--- src/rtl/mux_scan_sampler_pkg.sv ---
// Shared types and constants for the 4:1 mux scan sampler: FSM encoding,
// channel codes and the mapping from the channel code to the mux select pins.
package mux_scan_sampler_pkg;

    typedef enum logic {
        ST_IDLE = 1'b0,
        ST_SCAN = 1'b1
    } state_e;

    localparam logic [1:0] CH_A = 2'b00;
    localparam logic [1:0] CH_B = 2'b01;
    localparam logic [1:0] CH_C = 2'b10;
    localparam logic [1:0] CH_D = 2'b11;

    function automatic logic sel_to_s2(input logic [1:0] sel);
        return sel[1];
    endfunction

    function automatic logic sel_to_s1(input logic [1:0] sel);
        return sel[0];
    endfunction

endpackage

--- src/rtl/mux_scan_sampler_if.sv ---
// Control/data bundle between the board-side controller plus 4:1 mux and the
// scan sampler; the slave modport is the sampler's view.
interface mux_scan_sampler_if;
    logic       start;
    logic       continuous;
    logic       y;
    logic       s1;
    logic       s2;
    logic [3:0] sample;
    logic       valid;
    logic       busy;

    modport master (
        output start, continuous, y,
        input  s1, s2, sample, valid, busy
    );

    modport slave (
        input  start, continuous, y,
        output s1, s2, sample, valid, busy
    );
endinterface

--- src/rtl/mux_scan_sampler_dwell_timer.sv ---
// Counts the cycles a channel is held; done pulses on the last cycle of a dwell
// and the counter folds back to zero on that same edge, so it never wraps.
module dwell_timer #(
    parameter int DWELL_CYCLES = 4,
    parameter int CNT_W        = 8
) (
    input  logic clk,
    input  logic reset,
    input  logic clear,
    input  logic en,
    output logic done
);

    localparam logic [CNT_W-1:0] LAST = CNT_W'(DWELL_CYCLES - 1);
    localparam logic [CNT_W-1:0] ONE  = CNT_W'(1);

    logic [CNT_W-1:0] cnt_q;
    logic [CNT_W-1:0] cnt_d;

    // Next count and end-of-dwell detect.
    always_comb begin
        cnt_d = cnt_q;
        done  = 1'b0;
        if (clear) begin
            cnt_d = '0;
        end else if (en) begin
            if (cnt_q == LAST) begin
                cnt_d = '0;
                done  = 1'b1;
            end else begin
                cnt_d = cnt_q + ONE;
            end
        end else begin
            cnt_d = cnt_q;
        end
    end

    // Counter register.
    always_ff @(posedge clk) begin
        if (reset) begin
            cnt_q <= '0;
        end else begin
            cnt_q <= cnt_d;
        end
    end

endmodule

--- src/rtl/mux_scan_sampler.sv ---
// Steps the 4:1 mux select through all channels, captures y at the end of each
// dwell and publishes the four bits as one word with a single-cycle valid.
module mux_scan_sampler
    import mux_scan_sampler_pkg::*;
#(
    parameter int DWELL_CYCLES = 4,
    parameter int CNT_W        = 8
) (
    input  logic               clk,
    input  logic               reset,
    mux_scan_sampler_if.slave  bus
);

    state_e     state_q, state_d;
    logic [1:0] sel_q, sel_d;
    logic [3:0] shadow_q, shadow_d;
    logic [3:0] sample_q, sample_d;
    logic       valid_q, valid_d;
    logic       dwell_done;
    logic       timer_en;
    logic       timer_clear;

    // The timer idles at zero so a new scan always starts with a full dwell.
    assign timer_en    = (state_q == ST_SCAN);
    assign timer_clear = (state_q == ST_IDLE);

    dwell_timer #(
        .DWELL_CYCLES(DWELL_CYCLES),
        .CNT_W       (CNT_W)
    ) u_dwell_timer (
        .clk  (clk),
        .reset(reset),
        .clear(timer_clear),
        .en   (timer_en),
        .done (dwell_done)
    );

    // State register plus select, shadow and output registers.
    always_ff @(posedge clk) begin
        if (reset) begin
            state_q  <= ST_IDLE;
            sel_q    <= CH_A;
            shadow_q <= 4'b0000;
            sample_q <= 4'b0000;
            valid_q  <= 1'b0;
        end else begin
            state_q  <= state_d;
            sel_q    <= sel_d;
            shadow_q <= shadow_d;
            sample_q <= sample_d;
            valid_q  <= valid_d;
        end
    end

    // Next-state logic: leave SCAN only after the last channel without continuous.
    always_comb begin
        state_d = state_q;
        case (state_q)
            ST_IDLE: begin
                if (bus.start) state_d = ST_SCAN;
                else           state_d = ST_IDLE;
            end
            ST_SCAN: begin
                if (dwell_done && (sel_q == CH_D) && !bus.continuous) state_d = ST_IDLE;
                else                                                  state_d = ST_SCAN;
            end
            default: state_d = ST_IDLE;
        endcase
    end

    // Datapath: the last capture bypasses the shadow so the word lands atomically.
    always_comb begin
        sel_d    = sel_q;
        shadow_d = shadow_q;
        sample_d = sample_q;
        valid_d  = 1'b0;
        case (state_q)
            ST_IDLE: begin
                sel_d = CH_A;
            end
            ST_SCAN: begin
                if (dwell_done) begin
                    shadow_d[sel_q] = bus.y;
                    if (sel_q == CH_D) begin
                        sample_d = {bus.y, shadow_q[2:0]};
                        valid_d  = 1'b1;
                        sel_d    = CH_A;
                    end else begin
                        sel_d = sel_q + 2'b01;
                    end
                end else begin
                    sel_d = sel_q;
                end
            end
            default: begin
                sel_d = CH_A;
            end
        endcase
    end

    assign bus.s2     = sel_to_s2(sel_q);
    assign bus.s1     = sel_to_s1(sel_q);
    assign bus.sample = sample_q;
    assign bus.valid  = valid_q;
    assign bus.busy   = (state_q == ST_SCAN);

endmodule

--- src/flat_wrapper.sv ---
// flat-port wrapper written by rule: the top's interface ports become plain ports
module mux_scan_sampler_flat import mux_scan_sampler_pkg::*;
#(
    parameter int DWELL_CYCLES = 4,
    parameter int CNT_W        = 8
)
  (clk, reset, bus_start, bus_continuous, bus_y, bus_s1, bus_s2, bus_sample, bus_valid, bus_busy);
  mux_scan_sampler_if bus_i ();
  input  logic clk;
  input  logic reset;
  input wire logic [$bits(bus_i.start)-1:0] bus_start;
  input wire logic [$bits(bus_i.continuous)-1:0] bus_continuous;
  input wire logic [$bits(bus_i.y)-1:0] bus_y;
  output wire logic [$bits(bus_i.s1)-1:0] bus_s1;
  output wire logic [$bits(bus_i.s2)-1:0] bus_s2;
  output wire logic [$bits(bus_i.sample)-1:0] bus_sample;
  output wire logic [$bits(bus_i.valid)-1:0] bus_valid;
  output wire logic [$bits(bus_i.busy)-1:0] bus_busy;
  assign bus_i.start = bus_start;
  assign bus_i.continuous = bus_continuous;
  assign bus_i.y = bus_y;
  assign bus_s1 = bus_i.s1;
  assign bus_s2 = bus_i.s2;
  assign bus_sample = bus_i.sample;
  assign bus_valid = bus_i.valid;
  assign bus_busy = bus_i.busy;
  mux_scan_sampler #(.DWELL_CYCLES(DWELL_CYCLES), .CNT_W(CNT_W)) u_core (.clk(clk), .reset(reset), .bus(bus_i));
endmodule
--- config.mk ---
export PLATFORM = sky130hd
export DESIGN_NAME = mux_scan_sampler_flat
export DESIGN_NICKNAME = d
export VERILOG_FILES = /design/src/rtl/mux_scan_sampler_pkg.sv /design/src/rtl/mux_scan_sampler_if.sv /design/src/rtl/mux_scan_sampler_dwell_timer.sv /design/src/rtl/mux_scan_sampler.sv /design/src/flat_wrapper.sv
export SDC_FILE = /design/constraint.sdc
export NUM_CORES = 1
export LEC_CHECK = 0
export CAP_MARGIN = 20
export CORE_UTILIZATION = 30
export DETAILED_ROUTE_END_ITERATION = 10
export GPL_TIMING_DRIVEN = 0
export PLACE_DENSITY = 0.56
export SYNTH_ARGS = -nofsm -noshare
export SYNTH_HDL_FRONTEND = slang
export SYNTH_HIERARCHICAL = 1
export SYNTH_SLANG_ARGS = --single-unit
--- constraint.sdc ---
create_clock -name clk -period 3.14 [get_ports clk]
set_input_delay 0.942 -clock clk [delete_from_list [all_inputs] [get_ports clk]]
set_output_delay 0.942 -clock clk [all_outputs]
set_load 0.005 [all_outputs]
==> impl_metrics.yaml, run 1 <==
timing:
  worst_slack_ps: 929
  slew_headroom_pct: 66.1
  skew_ps: 13.5
  fmax_mhz: 452
  rsz0062_at_grt: "no"
  hold_violations: 0
  slew_viol_final: 0
  period_needed_ps: 2210
  worst_slew_pin_slew_ps: 507
  post-route-period-util_pct: 70.4
  setup_tns_ps: 0
  setup_viol: 0
clocking:
  insertion_delay_ps: 300
  cts_resized: 0
  postCtsSetupBuffers: 0
  clkSinkCount: 19
  cts_buffers: 3
  clockRootBuffer: "clkbuf_4"
  htree_levels: 1
  ctsHoldBuffers: 0
  cts_tree: "done"
  clk_path_buf_depth: 2
  clkTransAtPathRegs_ps: 120
yosys:
  syn_area_sq_um: 915
  yosysTopAreaCell: "dfxtp_1"
  ys_ff_latch: 19
  yosys.area.top_type_share_pct: 41.6
  synth.avg_cell_area_sq_um: 10.1
  syn_inst: 91
  synth_area_leaders: "dfxtp_1, mux2i_1, ha_1"
  yosys_warnings: 6
  syn-num-nets: 101
  seq_area_frac_synth_pct: 41.6
  yosysUniqueCellTypes: 23
drt:
  detail_route.vias_per_cell: 4.76
  drt_iter0_markers: 17
  post_drt_wl_per_cell_microns: 11.2
  wl_microns: 1550
  remaining_drc_errors: 0
  ant_nets: 0
  vias: 657
  first_pass_iters: 3
setup_path:
  critPathTopFamily: "buffers and inverters"
  crit_required_ps: 2200
  endpoint_kind: "primary output"
  r2r_start: "u_core/u_dwell_timer/cnt_q[3]$_SDFFE_PP0P_"
  crit_type: "flip-flop to primary output"
  cp_slowest_cell: "clkdlybuf4s50_1"
  endpoint: "bus_s1"
  cp_max_fo: 5
  r2r_end: "u_core/bus.sample[1]$_SDFFE_PP0P_"
  ff2ff_setup_slack_ps: 970
  startpoint: "u_core/sel_q[0]$_SDFFE_PP0P_"
  path_depth: 1
  startpoint_type: "flip-flop"
  worstPathCellList: "clkdlybuf4s50_1"
  max_stage_delay_ps: 540
  critPathBufInv: 1
  reg2reg_depth: 6
  critPathArrivalTime_ps: 1270
global_route:
  grt_pass1_vias: 644
  globalRouteOverflowTotal: 0
  grt_usage_pct: 10.8
  grt_start_max_net_pins: 12
  grt_antenna_before_repair: 0
  grt_pass1_wl_microns: 2730
layout:
  drive_above_1_share_pct: 12.1
  syn2layout_area_growth_pct: 20.4
  num_antenna_cells: 0
  fin_nets: 118
pwr:
  p_leak_uw: 0.000408
  p_per_area_mw_per_mm2: 358
  ir_drop_uv: 176
  finalPower_uw: 394
floorplanning:
  die_area_sq_mm: 0.00327
  die_height_microns: 57.2
  die_x_microns: 57.2
  initial_core_util_pct: 32.3
  fp.coreArea_sq_mm: 0.00283
  num_io_pins: 13
  row_count: 19
placed_design:
  dp_slack_ps: 1010
  gp_congestion: 0.677
  dp_hpwl_microns: 1170
  portBuffers: 12
status:
  status: "complete, no violations"
worst_hold_path:
  hold_class: "flip-flop to flip-flop"
flow_run:
  cap_violations: 0
metal layers:
layer / share of wire (%) / wire [microns] / vias to the layer above / global-route usage, %
met2: 48 / 740 / 7 / 17.5
met1: 49 / 765 / 303 / 13.3
met3: 2.5 / 38 / 2 / 3.40
li1: - / - / 345 / -
met4: 0.45 / 7 / 0 / 4.18
met5: 0 / 0 / - / 0
cells by family after synthesis:
kind of cell / share of synthesized area, %
flip-flops: 41.6
AND/OR/NAND/NOR: 25.2
adder cells (fa/ha/maj): 6.84
buffers and inverters: 5.47
XOR/XNOR: 4.79
AO/OA/AOI/OAI: 6.29
multiplexers: 9.85
synthesized netlist by cell type, drive strengths merged:
cell,count
dfxtp,19
nor2,11
mux2i,9
nand2b,9
nand3,6
ha,5
buf,4
nand4,4
a21oi,3
inv,3
o21ai,3
or3,3
xor2,3
or4,2
xnor2,2
and3,1
and4b,1
nand2,1
nor3,1
o41ai,1
flip-flops by register name, summed over array words and instances (netlist names):
register	flops
u_core/bus.busy	1
u_core/shadow_q	3
u_core/bus.valid	1
u_core/bus.sample	4
u_core/sel_q	2
u_core/u_dwell_timer/cnt_q	8
how the worst min path moves through the flow:
stage                                      startpoint                           endpoint  slack (ps)  depth (start not counted)
finish              u_core/bus.sample[0]$_SDFFE_PP0P_  u_core/bus.sample[0]$_SDFFE_PP0P_         490                          2
global route        u_core/bus.sample[2]$_SDFFE_PP0P_  u_core/bus.sample[2]$_SDFFE_PP0P_         520                          2
CTS                 u_core/bus.sample[0]$_SDFFE_PP0P_  u_core/bus.sample[0]$_SDFFE_PP0P_         490                          2
detailed placement  u_core/bus.sample[0]$_SDFFE_PP0P_  u_core/bus.sample[0]$_SDFFE_PP0P_         470                          2
global placement    u_core/bus.sample[1]$_SDFFE_PP0P_  u_core/bus.sample[1]$_SDFFE_PP0P_         460                          2
floorplan             u_core/shadow_q[2]$_SDFFE_PP0P_  u_core/bus.sample[2]$_SDFFE_PP0P_         460                          2
cell type report:
class	count	area, sq um
clock inverter	1	5.00
sequential	19	380
buffer	4	38.8
tap	31	38.8
timing repair buffer	12	120
multi-input combinational	65	484
fill	289	1730
clock buffer	3	22.5
inverter	3	11.3
stage by stage:
stage	cells	hold WS [ps]	util [%]	cell area, sq um
after floorplan	91	458	-	915
after global placement	134	462	37.9	1070
after detailed placement	134	470	37.9	1070
after CTS	138	494	38.9	1100
after global routing	138	520	38.9	1100
final	138	487	38.9	1100
cells in the final DEF, fill, tap and decap left out, drive strengths merged, types with 3 or more instances in the layout:
cell type      Yosys  layout
clkbuf             0       3
nor2              11      11
nand4              4       4
clkdlybuf4s50      0      12
inv                3       3
ha                 5       5
dfxtp             19      19
buf                4       4
xor2               3       3
nand3              6       6
o21ai              3       3
or3                3       3
nand2b             9       9
mux2i              9       9
a21oi              3       3
where the power goes:
group | switching [uW] | internal, uW | total, uW
Sequential | 1.68 | 242 | 244
Combinational | 11.6 | 15.4 | 26.9
Clock | 75.8 | 47.4 | 123
Note: power is estimated with default switching activity, not from simulation.
==> run 2: changes to the inputs <==
PLACE_DENSITY = 0.58   (was 0.56)
clock period = 1.8 ns   (was 3.14 ns; I/O delays follow)
==> impl_metrics.yaml, run 2 (synthesis gave the netlist of run 1 again) <==
status:
  status: "finished with violations"
  failed_checks: "negative setup slack"
setup_path:
  crit_required_ps: 2030
  critPathArrivalTime_ps: 2270
  crit_type: "flip-flop to flip-flop"
  cp_max_fo: 8
  ff2ff_setup_slack_ps: -230
  r2r_end: "u_core/bus.sample[1]$_SDFFE_PP0P_"
  reg2reg_depth: 6
  r2r_start: "u_core/u_dwell_timer/cnt_q[6]$_SDFFE_PP0P_"
  startpoint_type: "flip-flop"
  endpoint_kind: "flip-flop"
timing:
  setup_viol: 11
  period_needed_ps: 2030
  slew_viol_final: 0
  rsz0062_at_grt: "yes"
  worst_slew_pin_slew_ps: 514
  post-route-period-util_pct: 113
  slew_headroom_pct: 65.6
  hold_violations: 0
  fmax_mhz: 492
  skew_ps: 5.79
  worst_slack_ps: -232
  setup_tns_ps: -2120
pwr:
  p_per_area_mw_per_mm2: 569
  ir_drop_uv: 489
  p_leak_uw: 0.000461
drt:
  wl_microns: 1690
  ant_nets: 0
  detail_route.vias_per_cell: 4.81
  remaining_drc_errors: 0
  post_drt_wl_per_cell_microns: 11.5
  drt_iter0_markers: 20
  vias: 707
  first_pass_iters: 3
global_route:
  grt_pass1_vias: 732
  grt_pass1_wl_microns: 3020
  globalRouteOverflowTotal: 0
  grt_start_max_net_pins: 12
  grt_antenna_before_repair: 0
  grt_usage_pct: 11.8
placed_design:
  portBuffers: 12
  gp_congestion: 0.698
  dp_hpwl_microns: 1150
clocking:
  clk_path_buf_depth: 2
  ctsHoldBuffers: 0
  clkTransAtPathRegs_ps: 110
  cts_buffers: 3
  insertion_delay_ps: 300
  clockRootBuffer: "clkbuf_4"
  cts_tree: "done"
  clkSinkCount: 19
  htree_levels: 1
floorplanning:
  die_height_microns: 57.2
  fp.coreArea_sq_mm: 0.00283
  die_x_microns: 57.2
  num_io_pins: 13
  initial_core_util_pct: 32.3
  die_area_sq_mm: 0.00327
  row_count: 19
flow_run:
  cap_violations: 0
worst_hold_path:
  hold_class: "flip-flop to flip-flop"
  min_path_cells: 2
  hold_start: "u_core/bus.sample[3]$_SDFFE_PP0P_"
  holdPathEnd: "u_core/bus.sample[3]$_SDFFE_PP0P_"
layout:
  syn2layout_area_growth_pct: 33.0
  num_antenna_cells: 0
  fin_nets: 127
  top_register: "u_core/u_dwell_timer/cnt_q"
  mostFrequentLayoutCells: "dfxtp_1, clkdlybuf4s50_1, nor2_1"
  final_common_cell: "dfxtp_1"
  final_util_pct: 43.0
  largest_reg_flops: 8
  drive_above_1_share_pct: 27.6
[run 2: worst max-delay path by stage]
stage	from	end	slack, ps	cells after the start
6_report	u_core/u_dwell_timer/cnt_q[6]$_SDFFE_PP0P_	u_core/bus.sample[1]$_SDFFE_PP0P_	-230	6
5_1_grt	u_core/u_dwell_timer/cnt_q[6]$_SDFFE_PP0P_	u_core/bus.sample[0]$_SDFFE_PP0P_	-300	6
3_3_place_gp	u_core/u_dwell_timer/cnt_q[6]$_SDFFE_PP0P_	u_core/bus.sample[0]$_SDFFE_PP0P_	-300	6
3_5_place_dp	u_core/u_dwell_timer/cnt_q[4]$_SDFFE_PP0P_	u_core/bus.sample[0]$_SDFFE_PP0P_	-310	6
4_1_cts	u_core/u_dwell_timer/cnt_q[6]$_SDFFE_PP0P_	u_core/bus.sample[1]$_SDFFE_PP0P_	-230	6
2_1_floorplan	u_core/u_dwell_timer/cnt_q[6]$_SDFFE_PP0P_	u_core/bus.sample[0]$_SDFFE_PP0P_	-190	6
[run 2: what timing repair did]
item | CTS | global route
gates resized for setup | 6 | 6
buffers inserted | 5 | 4
pin swaps | 1 | 2
setup endpoints to repair | 12 | 22
[run 2: final cells by class]
type / count / area (sq um)
Fill cell: 287 / 1610
Clock inverter: 1 / 5.00
Clock buffer: 3 / 22.5
Multi-Input combinational cell: 65 / 526
Inverter: 3 / 11.3
Tap cell: 31 / 38.8
Buffer: 4 / 38.8
Timing Repair Buffer: 21 / 188
Sequential cell: 19 / 387
[run 2: power breakdown]
| part | switching [uW] | internal (uW) | leakage, uW |
|---|---|---|---|
| Sequential | 2.99 | 423 | 0.000156 |
| Clock | 133 | 82.7 | 0.0000177 |
| Combinational | 22.8 | 27.3 | 0.000288 |
[run 2: through the flow]
step                      hold WS [ps]  std cells  worst slack [ps]  area, sq um  power [uW]
after global routing               522        147              -302         1220         726
final                              485        147              -232         1220         692
after floorplan                    458         91              -186          916         465
after CTS                          492        143              -234         1160         706
after global placement             461        134              -302         1070         482
after detailed placement           471        134              -305         1070         483
[run 2: critical path, cell delays in order (launching register included)]
cell	delay [ps]
dfxtp_2	340
or4_4	530
or4_4	510
nor2_4	100
buf_6	130
and3_4	190
mux2i_1	180
[run 2: metal layers]
layer,routed length [microns],track usage [%],up-vias
li1,-,-,365
met1,750,13.2,332
met2,877,21.8,10
met3,63,4.08,0
met4,0,2.09,0
met5,0,0,-
==> run 3: changes to the inputs <==
ABC_CLOCK_PERIOD_IN_PS = 1800   (was unset)
SKIP_LAST_GASP = 1   (was unset)
==> results of run 3 <==
Final layout, timing and power as in run 2 (identical DEF).
